$ cat src/rtl/ibex_icache_mem_pkg.sv
// Shared types and constants for the icache fetch-bus memory responder.
package ibex_icache_mem_pkg;

  localparam int unsigned EntryAddrW  = 32;
  localparam int unsigned EntryDelayW = 4;
  localparam logic [31:0] SeedDefault = 32'hA5A5_0000;

  // One granted fetch waiting for its response.
  typedef struct packed {
    logic [EntryAddrW-1:0]  addr;
    logic                   err;
    logic [EntryDelayW-1:0] delay;
  } mem_entry_t;

endpackage

$ cat src/rtl/ibex_icache_mem_fifo.sv
// In-order outstanding-request buffer whose entries age by one cycle per clock.
module ibex_icache_mem_fifo
  import ibex_icache_mem_pkg::*;
#(
  parameter int unsigned Depth  = 4,
  parameter int unsigned DelayW = EntryDelayW,
  parameter type         entry_t = mem_entry_t
) (
  input  logic                       clk_i,
  input  logic                       rst_ni,
  input  logic                       flush_i,
  input  logic                       push_i,
  input  entry_t                     push_entry_i,
  input  logic                       pop_i,
  output entry_t                     head_o,
  output logic                       head_ready_o,
  output logic [$clog2(Depth+1)-1:0] count_o
);

  localparam int unsigned PtrW = (Depth > 1) ? $clog2(Depth) : 1;
  localparam int unsigned CntW = $clog2(Depth + 1);

  entry_t            mem_q [Depth];
  logic [PtrW-1:0]   wr_ptr_q, rd_ptr_q;
  logic [CntW-1:0]   count_q;
  logic [Depth-1:0]  valid_c;

  function automatic logic [PtrW-1:0] next_ptr(input logic [PtrW-1:0] p);
    return (32'(p) == Depth - 1) ? '0 : p + PtrW'(1);
  endfunction

  function automatic entry_t age(input entry_t e);
    entry_t r;
    r = e;
    if (r.delay != '0) r.delay = r.delay - DelayW'(1);
    return r;
  endfunction

  always_comb begin
    valid_c = '0;
    for (int unsigned i = 0; i < Depth; i++) begin
      valid_c[i] = ((i + Depth - 32'(rd_ptr_q)) % Depth) < 32'(count_q);
    end
  end

  // A pushed entry already counts its grant cycle, so it is stored one cycle older.
  always_ff @(posedge clk_i) begin
    for (int unsigned i = 0; i < Depth; i++) begin
      if (valid_c[i]) mem_q[i] <= age(mem_q[i]);
    end
    if (push_i) mem_q[wr_ptr_q] <= age(push_entry_i);
  end

  always_ff @(posedge clk_i or negedge rst_ni) begin
    if (!rst_ni) begin
      wr_ptr_q <= '0;
      rd_ptr_q <= '0;
      count_q  <= '0;
    end else if (flush_i) begin
      wr_ptr_q <= '0;
      rd_ptr_q <= '0;
      count_q  <= '0;
    end else begin
      if (push_i) wr_ptr_q <= next_ptr(wr_ptr_q);
      if (pop_i)  rd_ptr_q <= next_ptr(rd_ptr_q);
      count_q <= count_q + CntW'(push_i) - CntW'(pop_i);
    end
  end

  // An empty buffer presents the incoming entry so zero-delay fetches answer next cycle.
  assign head_o       = (count_q == '0) ? push_entry_i : mem_q[rd_ptr_q];
  assign head_ready_o = (count_q != '0) ? (mem_q[rd_ptr_q].delay == '0)
                                        : (push_i && (push_entry_i.delay == '0));
  assign count_o      = count_q;

endmodule

$ cat src/rtl/ibex_icache_mem_responder.sv
// Memory-side responder for the icache fetch bus: grant/PMP gating, in-order
// delayed responses with error injection, flush and response counting.
module ibex_icache_mem_responder
  import ibex_icache_mem_pkg::*;
#(
  parameter int unsigned      AddrW  = 32,
  parameter int unsigned      DataW  = 32,
  parameter int unsigned      Depth  = 4,
  parameter int unsigned      DelayW = 4,
  parameter logic [DataW-1:0] Seed   = DataW'(SeedDefault)
) (
  input  logic                       clk_i,
  input  logic                       rst_ni,
  input  logic                       req_i,
  input  logic [AddrW-1:0]           addr_i,
  output logic                       gnt_o,
  output logic                       pmp_err_o,
  output logic                       rvalid_o,
  output logic [DataW-1:0]           rdata_o,
  output logic                       err_o,
  input  logic                       gnt_en_i,
  input  logic                       pmp_fault_i,
  input  logic                       err_inject_i,
  input  logic [DelayW-1:0]          delay_i,
  input  logic                       rsp_en_i,
  input  logic                       flush_i,
  output logic [$clog2(Depth+1)-1:0] outstanding_o,
  output logic [31:0]                rsp_cnt_o
);

  localparam int unsigned CntW = $clog2(Depth + 1);

  typedef struct packed {
    logic [AddrW-1:0]  addr;
    logic              err;
    logic [DelayW-1:0] delay;
  } entry_t;

  entry_t          push_entry, head;
  logic            head_ready, pop;
  logic [CntW-1:0] count;
  logic            unused_head_delay;

  assign pmp_err_o  = req_i & pmp_fault_i;
  assign gnt_o      = req_i & gnt_en_i & ~pmp_fault_i & ~flush_i & (count < CntW'(Depth));
  assign pop        = head_ready & rsp_en_i & ~flush_i;
  assign push_entry = '{addr: addr_i, err: err_inject_i, delay: delay_i};

  ibex_icache_mem_fifo #(
    .Depth  (Depth),
    .DelayW (DelayW),
    .entry_t(entry_t)
  ) u_fifo (
    .clk_i       (clk_i),
    .rst_ni      (rst_ni),
    .flush_i     (flush_i),
    .push_i      (gnt_o),
    .push_entry_i(push_entry),
    .pop_i       (pop),
    .head_o      (head),
    .head_ready_o(head_ready),
    .count_o     (count)
  );

  // Response beat; rdata keeps its last value between responses.
  always_ff @(posedge clk_i or negedge rst_ni) begin
    if (!rst_ni) begin
      rvalid_o  <= 1'b0;
      err_o     <= 1'b0;
      rdata_o   <= '0;
      rsp_cnt_o <= '0;
    end else begin
      rvalid_o <= pop;
      err_o    <= pop & head.err;
      if (pop) begin
        rdata_o   <= DataW'(head.addr) ^ Seed;
        rsp_cnt_o <= rsp_cnt_o + 32'd1;
      end
    end
  end

  assign outstanding_o     = count;
  assign unused_head_delay = ^head.delay;

endmodule

$ cat config.mk
export PLATFORM = sky130hd
export DESIGN_NAME = ibex_icache_mem_responder
export DESIGN_NICKNAME = d
export VERILOG_FILES = /design/src/rtl/ibex_icache_mem_pkg.sv /design/src/rtl/ibex_icache_mem_fifo.sv /design/src/rtl/ibex_icache_mem_responder.sv
export SDC_FILE = /design/constraint.sdc
export NUM_CORES = 1
export LEC_CHECK = 0
export ABC_CLOCK_PERIOD_IN_PS = 6400
export CORE_MARGIN = 4
export CORE_UTILIZATION = 60
export DETAILED_ROUTE_END_ITERATION = 7
export PLACE_DENSITY = 0.85
export REMOVE_ABC_BUFFERS = 1
export SETUP_SLACK_MARGIN = 0.1
export SLEW_MARGIN = 15
export SYNTH_ARGS = -nofsm -noshare
export SYNTH_HDL_FRONTEND = slang
export SYNTH_HIERARCHICAL = 1
export SYNTH_SLANG_ARGS = --single-unit
$ cat constraint.sdc
create_clock -name clk_i -period 6.4 [get_ports clk_i]
set_clock_uncertainty 0.15 [all_clocks]
set_input_delay 1.6 -clock clk_i [delete_from_list [all_inputs] [get_ports clk_i]]
set_output_delay 1.6 -clock clk_i [all_outputs]
set_load 0.005 [all_outputs]
==> impl_metrics.env, run 1 <==
export IMPL_synth_avg_cell_area_um2=14.87
export IMPL_dieArea_um2=17890
export IMPL_grt_pass1_vias=6202
export IMPL_gr_usage_met1_pct=28.76
export IMPL_syn_area_um2=9488
export IMPL_grt_max_degree=74
export IMPL_row_count=45
export IMPL_track_usage_pct=22.96
export IMPL_gr_max_usage_layer="met2"
export IMPL_fin_tns_setup_ns=0
export IMPL_multi_input_area_um2=3010
export IMPL_final_common_cell="edfxtp_1"
export IMPL_syn_instance_count=638
export IMPL_via_per_inst=5.805
export IMPL_cts_repair_resized=0
export IMPL_antenna_found_initial=0
export IMPL_port_buffers=114
export IMPL_p_sw_share_pct=20.68
export IMPL_numClockSinks=221
export IMPL_max_cap_viol_count=0
export IMPL_setup_viol=0
export IMPL_status="finished clean"
export IMPL_met3_usage_pct=4.041
export IMPL_ys_warn_count=6
export IMPL_cp_data_arrival_time_ns=3.21
export IMPL_cp_end_kind="output pin"
export IMPL_hold_class="reg2reg"
export IMPL_intPower_mw=2.445
export IMPL_rsz0062_at_grt="no"
export IMPL_clk_pin_slew_ns=0.06
export IMPL_num_nets_final=831
export IMPL_clk_path_buf_depth=3
export IMPL_dieWidth_um=133.8
export IMPL_fillers=870
export IMPL_power_density_nw_per_um2=265.5
export IMPL_use_met2_pct=40.85
export IMPL_clk_latency_ns=0.50
export IMPL_gp_congestion=0.8772
export IMPL_boundaryPins=115
export IMPL_post_cts_buffers=0
export IMPL_startpoint_type="input pin"
export IMPL_final_cell_mix="edfxtp_1 (148), clkdlybuf4s50_1 (113), nand2_1 (107)"
export IMPL_n_antenna_cell=0
export IMPL_pwr_share_clk_pct=42.7
export IMPL_seq_area_um2=6274
export IMPL_place_area_um2=10860
export IMPL_p_leak_nw=4.411
export IMPL_routed_wirelength_um=20250
export IMPL_overflow=0
export IMPL_hold_viol=0
export IMPL_seqPwrFrac_pct=51.3
export IMPL_maxSlewViolCount=0
export IMPL_grt_pass1_wl_um=32530
export IMPL_fmax_ghz=0.2017
export IMPL_cts_made_buffers=24
export IMPL_hold_buffers=0
export IMPL_crit_type="in2out"
export IMPL_h_tree_depth=1
export IMPL_start_util_pct=61.73
export IMPL_ant_nets=0
export IMPL_cts_root_buf="clkbuf_16"
export IMPL_post_route_period_util_pct=77.46
export IMPL_slew_headroom_pct=32.34
export IMPL_vias=5764
export IMPL_max_vdd_ir_drop_uv=229.3
export IMPL_cp_required_ns=4.65
export IMPL_fin_area_um2=11610
export IMPL_worst_path_max_fanout=9
export IMPL_detail_route_wl_per_cell_um=20.39
export IMPL_drc_errors=0
export IMPL_combPwrFrac_pct=6.0
export IMPL_drt_pass1_iter_count=5
export IMPL_power_switching_mw=0.6376
export IMPL_cts_tree="yes"
export IMPL_post_dp_hpwl_um=12570
export IMPL_worst_pin_slew_ns=1.015
export IMPL_whs_ns=0.3235
export IMPL_drt_iter0_markers=497
export IMPL_period_needed_ns=4.957
export IMPL_drive_above_1_share_pct=15.47
export IMPL_syn_to_final_growth_pct=22.38
export IMPL_coreArea_um2=15370
export IMPL_fp_dieH_um=133.8
==> worst max-delay path: stages <==
cell and delay [ns]:
clkdlybuf4s50_1 0.55, nand4bb_1 0.26, nor2_1 0.11, buf_4 0.17, clkdlybuf4s50_1 0.52
==> power groups by stage <==
stage	logic (mW)	registers [mW]	clock network (mW)
after floorplan	0.0691	1.61	0
after global placement	0.177	1.61	0
after detailed placement	0.185	1.61	0
after CTS	0.188	1.58	1.34
after global routing	0.203	1.58	1.41
final	0.185	1.58	1.32
==> worst paths after layout <==
check / startpoint / endpoint / slack, ns / cells after the start
min in group asynchronous: rst_ni / rsp_cnt_o[14] / 1.08 / 1
setup / recovery: flush_i / gnt_o / 1.44 / 5
max in group asynchronous: rst_ni / u_fifo/rd_ptr_q[0] / 4.36 / 1
setup reg to reg: u_fifo/rd_ptr_q[1] / rsp_cnt_o[26] / 2.27 / 8
hold / removal: rdata_o[28] / rdata_o[28] / 0.32 / 2
hold reg to reg: rdata_o[28] / rdata_o[28] / 0.32 / 2
==> registers in the layout, indices dropped and copies added (netlist names) <==
signal,cells
u_fifo/count_o,3
err_o,1
rdata_o,32
u_fifo/rd_ptr_q,2
rsp_cnt_o,32
rvalid_o,1
u_fifo/mem_q,148
u_fifo/wr_ptr_q,2
==> stage by stage <==
step	setup slack [ns]	instances	power (mW)	utilization, %
global route	1.360	993	3.194	75.54
CTS	1.429	993	3.107	75.54
finish	1.443	993	3.083	75.54
detailed placement	1.334	950	1.794	70.62
floorplan	0.08512	615	1.677	-
global placement	1.451	950	1.784	70.62
==> final cells by class <==
type                            count  share of cell area, %
Inverter                           25                 0.8082
Tap cell                          211                  2.274
Clock buffer                       36                  5.916
Clock inverter                      7                 0.5927
Sequential cell                   221                  54.03
Timing Repair Buffer              124                  10.45
Multi-Input combinational cell    369                  25.93
==> layer usage <==
layer	routed length [um]	part of all wire, %
met1	7759	38
met2	10700	53
met3	1218	6.0
met4	576	2.8
met5	0	0
Power figures use the tool's default switching activity.
==> run 2, diff against run 1 <==
--- a/config.mk
+++ b/config.mk
@@ -5,11 +5,11 @@
 export SDC_FILE = /design/constraint.sdc
 export NUM_CORES = 1
 export LEC_CHECK = 0
-export ABC_CLOCK_PERIOD_IN_PS = 6400
+export ABC_CLOCK_PERIOD_IN_PS = 4200
 export CORE_MARGIN = 4
-export CORE_UTILIZATION = 60
+export CORE_UTILIZATION = 50
 export DETAILED_ROUTE_END_ITERATION = 7
-export PLACE_DENSITY = 0.85
+export PLACE_DENSITY = 0.76
 export REMOVE_ABC_BUFFERS = 1
 export SETUP_SLACK_MARGIN = 0.1
 export SLEW_MARGIN = 15
==> constraint.sdc (replaced) <==
create_clock -name clk_i -period 4.2 [get_ports clk_i]
set_clock_uncertainty 0.15 [all_clocks]
set_input_delay 1.05 -clock clk_i [delete_from_list [all_inputs] [get_ports clk_i]]
set_output_delay 1.05 -clock clk_i [all_outputs]
set_load 0.005 [all_outputs]
==> impl_metrics.env, run 2 (synthesis gave the netlist of run 1 again) <==
export IMPL_status="finished clean"
export IMPL_drc_errors=0
export IMPL_top_regs="u_fifo/mem_q: 148 flops, rdata_o: 32 flops, rsp_cnt_o: 32 flops"
export IMPL_largest_register="u_fifo/mem_q"
export IMPL_worst_pin_slew_ns=0.9844
export IMPL_grt_pass1_wl_um=32360
export IMPL_clk_pin_slew_ns=0.06
export IMPL_slew_headroom_pct=34.37
export IMPL_cp_data_arrival_time_ns=2.44
export IMPL_rsz0062_at_grt="no"
export IMPL_p_leak_nw=4.446
export IMPL_detail_route_wl_per_cell_um=19.36
export IMPL_grt_pass1_vias=6030
export IMPL_syn_to_final_growth_pct=23.43
export IMPL_combPwrFrac_pct=6.0
export IMPL_start_util_pct=50.72
export IMPL_numClockSinks=221
export IMPL_layout_cells_non_filler=1020
export IMPL_hold_buffers=0
export IMPL_r2r_start="u_fifo/rd_ptr_q[0]"
export IMPL_final_common_cell="edfxtp_1"
export IMPL_max_vdd_ir_drop_uv=272.4
export IMPL_clk_latency_ns=0.50
export IMPL_p_sw_share_pct=20.27
export IMPL_seq_area_um2=6274
export IMPL_boundaryPins=115
export IMPL_worst_path_max_fanout=9
export IMPL_multi_input_area_um2=3010
export IMPL_intPower_mw=3.737
export IMPL_routed_wirelength_um=19750
export IMPL_clk_path_buf_depth=3
export IMPL_post_route_period_util_pct=86.77
export IMPL_ant_nets=0
export IMPL_dieArea_um2=21240
export IMPL_dieWidth_um=145.8
export IMPL_num_nets_final=835
export IMPL_gp_congestion=0.8394
export IMPL_drive_above_1_share_pct=16.92
export IMPL_cts_made_buffers=23
export IMPL_final_cell_mix="edfxtp_1 (148), clkdlybuf4s50_1 (113), nand2_1 (107)"
export IMPL_cp_end_kind="output pin"
export IMPL_placedCellCount=978
export IMPL_largest_register_ffs=148
export IMPL_power_density_nw_per_um2=400.2
export IMPL_seqPwrFrac_pct=51.4
export IMPL_drt_pass1_iter_count=4
export IMPL_track_usage_pct=18.98
export IMPL_row_count=50
export IMPL_coreArea_um2=18710
export IMPL_antenna_found_initial=1
export IMPL_drt_iter0_markers=379
export IMPL_via_per_inst=5.518
export IMPL_period_needed_ns=3.645
export IMPL_fmax_ghz=0.2744
export IMPL_port_buffers=114
export IMPL_fillers=1339
export IMPL_cp_required_ns=3.00
export IMPL_cts_root_buf="clkbuf_16"
export IMPL_max_cap_viol_count=0
export IMPL_power_switching_mw=0.9498
export IMPL_r2r_end="rsp_cnt_o[25]"
export IMPL_ff2ff_setup_slack_ns=0.66
export IMPL_cp_endpoint="gnt_o"
export IMPL_post_dp_hpwl_um=12970
export IMPL_h_tree_depth=1
export IMPL_crit_start="flush_i"
export IMPL_setup_viol=0
export IMPL_overflow=0
export IMPL_crit_type="in2out"
export IMPL_pwr_share_clk_pct=42.6
export IMPL_maxSlewViolCount=0
export IMPL_hold_viol=0
export IMPL_cts_repair_resized=0
export IMPL_startpoint_type="input pin"
export IMPL_r2r_cells=8
export IMPL_grt_max_degree=74
export IMPL_cts_tree="yes"
export IMPL_fp_dieH_um=145.8
export IMPL_whs_ns=0.3226
export IMPL_n_antenna_cell=0
export IMPL_fin_tns_setup_ns=0
export IMPL_post_cts_buffers=0
export IMPL_vias=5628
export IMPL_hold_class="reg2reg"
-- run 2: final cells by class --
class,count,share of cell area (%)
tap,234,2.500
multi-input combinational,369,25.71
clock inverter,17,1.357
inverter,25,0.8013
clock buffer,25,5.064
timing repair buffer,129,11.00
sequential,221,53.57
-- run 2: power groups by stage --
stage / clock [mW] / sequential [mW] / combinational, mW
6_report: 2.00 / 2.41 / 0.281
5_1_grt: 2.15 / 2.41 / 0.309
4_1_cts: 2.04 / 2.41 / 0.287
3_5_place_dp: 0 / 2.45 / 0.284
3_3_place_gp: 0 / 2.45 / 0.275
2_1_floorplan: 0 / 2.45 / 0.105
-- run 2: worst min path at each step --
stage	from	to	depth (start not counted)
2_1_floorplan	rsp_cnt_o[31]	rsp_cnt_o[31]	1
3_3_place_gp	rdata_o[14]	rdata_o[14]	2
3_5_place_dp	rdata_o[30]	rdata_o[30]	2
4_1_cts	rdata_o[30]	rdata_o[30]	2
5_1_grt	rdata_o[4]	rdata_o[4]	2
6_report	rsp_cnt_o[31]	rsp_cnt_o[31]	1
-- run 2: per-layer routing --
layer / track usage, % / wire length (um) / share of wire [%]
met1: 25.15 / 8004 / 41
met2: 31.96 / 10170 / 51
met3: 3.924 / 1226 / 6.2
met4: 5.651 / 342 / 1.7
met5: 0 / 13 / 0.066
-- run 2: stage by stage --
stage	setup WS, ns	utilization [%]	area, um2	power, mW
after floorplan	-2.115	-	9370	2.555
after global placement	0.3075	58.59	10960	2.724
after detailed placement	0.1786	58.59	10960	2.738
after CTS	0.5415	62.61	11710	4.739
after global routing	0.3696	62.61	11710	4.870
final	0.5555	62.61	11710	4.686
-- run 2: critical path: stages --
cell	delay (ns)
clkdlybuf4s50_1	0.41
nand4bb_1	0.17
nor2_1	0.10
buf_4	0.18
clkdlybuf4s50_1	0.52
